--- src/rtl/fifo_enq_arbiter.sv ---
`default_nettype none
// ============================================================================
// Module   : fifo_enq_arbiter
// Brief    : Round-robin arbiter sharing one FIFO enqueue port among N_REQ
//            requesters, holding a stalled grant until it transfers.
// Revision : 1.0
// ============================================================================
module fifo_enq_arbiter #(
    parameter int N_REQ       = 4,
    parameter int ENTRY_WIDTH = 32
) (
    input  logic                         clk,
    input  logic                         rst_aL,
    input  logic [N_REQ-1:0]             req_valid,
    output logic [N_REQ-1:0]             req_ready,
    input  logic [N_REQ*ENTRY_WIDTH-1:0] req_data,
    output logic                         out_valid,
    input  logic                         out_ready,
    output logic [ENTRY_WIDTH-1:0]       out_data,
    output logic [$clog2(N_REQ)-1:0]     grant_id,
    output logic [7:0]                   stall_count
);

    localparam int ID_WIDTH = $clog2(N_REQ);

    logic [ID_WIDTH-1:0] prio_ptr_q,    prio_ptr_d;
    logic                locked_q,      locked_d;
    logic [ID_WIDTH-1:0] lock_id_q,     lock_id_d;
    logic [7:0]          stall_count_q, stall_count_d;

    logic [ID_WIDTH-1:0] scan_idx;
    logic [ID_WIDTH-1:0] rr_id;
    logic                rr_found;
    logic [ID_WIDTH-1:0] sel_id;
    logic                xfer;
    logic                stall;

    // Round-robin scan starting just after the last-served requester.
    always_comb begin
        scan_idx = '0;
        rr_id    = '0;
        rr_found = 1'b0;
        for (int k = 1; k <= N_REQ; k++) begin
            scan_idx = ID_WIDTH'((int'(prio_ptr_q) + k) % N_REQ);
            if (!rr_found && req_valid[scan_idx]) begin
                rr_id    = scan_idx;
                rr_found = 1'b1;
            end
        end
    end

    always_comb begin
        sel_id    = locked_q ? lock_id_q : rr_id;
        out_valid = locked_q ? req_valid[lock_id_q] : (|req_valid);
        out_data  = req_data[int'(sel_id)*ENTRY_WIDTH +: ENTRY_WIDTH];
        grant_id  = out_valid ? sel_id : '0;
        xfer      = out_valid & out_ready;
        stall     = out_valid & ~out_ready;
        req_ready = xfer ? (N_REQ'(1) << sel_id) : '0;
    end

    always_comb begin
        prio_ptr_d    = prio_ptr_q;
        locked_d      = locked_q;
        lock_id_d     = lock_id_q;
        stall_count_d = stall_count_q;
        if (xfer) begin
            prio_ptr_d = sel_id;
            locked_d   = 1'b0;
        end else if (stall) begin
            locked_d  = 1'b1;
            lock_id_d = sel_id;
        end else begin
            // A locked requester that withdrew its request releases the lock.
            locked_d = 1'b0;
        end
        if (stall && (stall_count_q != 8'hFF)) begin
            stall_count_d = stall_count_q + 8'd1;
        end
    end

    always_ff @(posedge clk or negedge rst_aL) begin
        if (!rst_aL) begin
            prio_ptr_q    <= ID_WIDTH'(N_REQ - 1);
            locked_q      <= 1'b0;
            lock_id_q     <= '0;
            stall_count_q <= '0;
        end else begin
            prio_ptr_q    <= prio_ptr_d;
            locked_q      <= locked_d;
            lock_id_q     <= lock_id_d;
            stall_count_q <= stall_count_d;
        end
    end

    assign stall_count = stall_count_q;

endmodule
`default_nettype wire
--- config.mk ---
export PLATFORM = sky130hd
export DESIGN_NAME = fifo_enq_arbiter
export DESIGN_NICKNAME = d
export VERILOG_FILES = /design/src/rtl/fifo_enq_arbiter.sv
export SDC_FILE = /design/constraint.sdc
export NUM_CORES = 1
export LEC_CHECK = 0
export ABC_AREA = 1
export CAP_MARGIN = 5
export CELL_PAD_IN_SITES_DETAIL_PLACEMENT = 2
export CELL_PAD_IN_SITES_GLOBAL_PLACEMENT = 2
export CORE_ASPECT_RATIO = 1.4
export CORE_MARGIN = 2
export CORE_UTILIZATION = 27
export DETAILED_ROUTE_END_ITERATION = 10
export DONT_BUFFER_PORTS = 1
export GPL_ROUTABILITY_DRIVEN = 0
export PLACE_DENSITY = 0.82
export SYNTH_ARGS = -nofsm -noshare
export SYNTH_HDL_FRONTEND = slang
export SYNTH_SLANG_ARGS = --single-unit
--- constraint.sdc ---
create_clock -name clk -period 2.9 [get_ports clk]
set_input_delay 0.58 -clock clk [delete_from_list [all_inputs] [get_ports clk]]
set_output_delay 0.58 -clock clk [all_outputs]
set_load 0.005 [all_outputs]
==> flow_metrics.tcl <==
set metrics [dict create \
    worstPathRequired_ps 2320 \
    drt.antenna.violating_nets 0 \
    post_drt_wl_per_cell_um 22.69 \
    die_area_um2 9389 \
    place.port_buffers 0 \
    antenna_found_initial 0 \
    wirelength_um 13090 \
    post-route-period-util 1.055 \
    via_per_inst 5.593 \
    setup_ws_ps -158.1 \
    clk_pin_slew_ps 40 \
    run_status "finished with violations" \
    clock_path_buffers 2 \
    start_util 0.2751 \
    grt_max_degree 45 \
    fin_hold_ws_ps 19.53 \
    setup_violations 32 \
    fin_area_um2 3122 \
    violations "setup timing" \
    multi_input_area_um2 1976 \
    final_common_cell "nand2_1" \
    cts_sinks 13 \
    numCtsBuffers 3 \
    hp-class "in2async" \
    worstPathArrival_ps 2480 \
    fill_cells 1051 \
    syn-cell-area_um2 2327 \
    power_mw 5.117 \
    grt_pass1_wl_um 16850 \
    avgSynthCellArea_um2 5.037 \
    fmax_mhz 327.0 \
    p_leak_nw 1.719 \
    core_um2 8458 \
    yosysWarnings 0 \
    seq_area_um2 327.8 \
    layout_common_cells "244 x nand2_1, 63 x nand3_1, 30 x nand2_2" \
    vias 3227 \
    maxCapViolCount 0 \
    critPathMaxFanout 8 \
    pre_cts_slack_ps 71.41 \
    htreeDepth 1 \
    rsz0062_at_grt "yes" \
    dieWidth_um 82.47 \
    tightestPinTransition_ps 537.5 \
    synth.net_count 598 \
    drtIter0Drc 88 \
    layout.nets 609 \
    diodes 0 \
    startpoint_type "register" \
    postSynthCellCount 462 \
    die_h_um 113.9 \
    synth_cell_types 30 \
    num_io_pins 182 \
    drv_slew 0 \
    placed_area_um2 2369 \
    ys_ff_latch 13 \
    drive_gt1_frac 0.2373 \
    drc_errors 0 \
    area_delta_synth_final_pct 34.14 \
    cts_tree "yes" \
    layout_min_cycle_time_ps 3058 \
    postCtsHoldBufs 0 \
    relSlewSlack 0.6417 \
    endpoint_kind "output pin" \
    grt_pass1_vias 3385 \
    clockRootBuffer "clkbuf_16" \
    fin_skew_ps 3.609 \
    hold_violations 0 \
    criticalPathCategory "reg2out" \
    place_hpwl_um 8209 \
    ir_drop_mv 0.7325 \
    p_per_area_nw_per_um2 1639 \
    grt.total_usage 0.2323 \
    grt_overflow 0 \
    tns_ps -2618 \
    dr.pass1.iters 4 \
    rows 40 \
    seq_area_frac_synth 0.1409 \
    clk_latency_ps 250 \
]
## layer usage
layer | global-route usage | part of all wire | vias to the layer above
met1 | 0.2245 | 0.35 | 1565
met5 | 0 | 0 | -
met4 | 0.09889 | 0.038 | 0
li1 | - | - | 1475
met3 | 0.05063 | 0.073 | 31
met2 | 0.4500 | 0.54 | 156
## synth_stat cells (all sizes together)
master	instances	share of area
ha	1	0.0054
xor2	3	0.011
a32o	1	0.0043
o211ai	1	0.0032
o21a	1	0.0032
nor3	3	0.0064
nand3b	1	0.0032
dfstp	2	0.023
dfrtp	11	0.12
a21oi	1	0.0021
clkbuf	6	0.0097
inv	16	0.026
or2	1	0.0027
nand3	81	0.18
xnor2	4	0.015
nand4	2	0.0054
nand2	282	0.46
nor2	12	0.025
buf	25	0.082
o21ai	8	0.017
## power by group
| group | internal, mW | total, mW | switching (mW) |
|---|---|---|---|
| logic | 1.80 | 4.48 | 2.68 |
| registers | 0.255 | 0.367 | 0.112 |
| clock network | 0.186 | 0.270 | 0.0842 |
| total | 2.24 | 5.12 | 2.88 |
## final cells by class
type                    instances  share of cell area
multi-input cells             402              0.6329
well taps                     105             0.04208
flip-flops and latches         13              0.1050
clock buffers                   4             0.02525
repair buffers                 37              0.1731
inverters                      16             0.02164
## flip-flops by register name, indices dropped and copies added (netlist names)
register,cells
lock_id_q,2
stall_count,8
prio_ptr_q,2
locked_q,1
## worst max-delay path: stages, from the launching register on
cell and delay (ps):
dfstp_2 600, clkinv_4 110, buf_6 150, nand2_1 70
nand3_2 100, nand2_2 120, nor2_2 50, nor2_2 130
nand2_2 80, nand3_4 120, buf_8 160, buf_16 130
nand3_1 80, nand2_1 120, nand2_1 110, nand2_2 80
## repair_timing
| item | in CTS | in global routing |
|---|---|---|
| pin swaps | 4 | 41 |
| resized for setup | 16 | 75 |
| setup endpoints to repair | 37 | 37 |
| cloned | 3 | 7 |
| setup buffers | 9 | 7 |
## stage by stage
stage | instances | utilization
2_1_floorplan | 462 | -
3_3_place_gp | 547 | 0.2800
3_5_place_dp | 547 | 0.2800
4_1_cts | 563 | 0.3136
5_1_grt | 577 | 0.3691
6_report | 577 | 0.3691
## worst paths after layout
check / startpoint / endpoint / slack (ps) / cells after the start
min in group clk: out_ready / locked_q / 470 / 1
min: rst_aL / stall_count[7] / 20 / 0
max in group asynchronous: rst_aL / prio_ptr_q[0] / 2710 / 0
max: prio_ptr_q[0] / out_data[29] / -160 / 15
max reg2reg: prio_ptr_q[0] / prio_ptr_q[0] / 660 / 13
min reg2reg: lock_id_q[1] / lock_id_q[1] / 580 / 2
## cells by family after synthesis
| kind of cell | after synthesis | synth area share |
|---|---|---|
| AOI/OAI and AO/OA | 12 | 0.03011 |
| xor gates and xnor gates | 7 | 0.02634 |
| adders and majority gates | 1 | 0.005375 |
| buffers and inverters | 47 | 0.1172 |
| DFF | 13 | 0.1409 |
| and+or+nand+nor | 382 | 0.6801 |
Note: power is estimated with default switching activity, not from simulation.
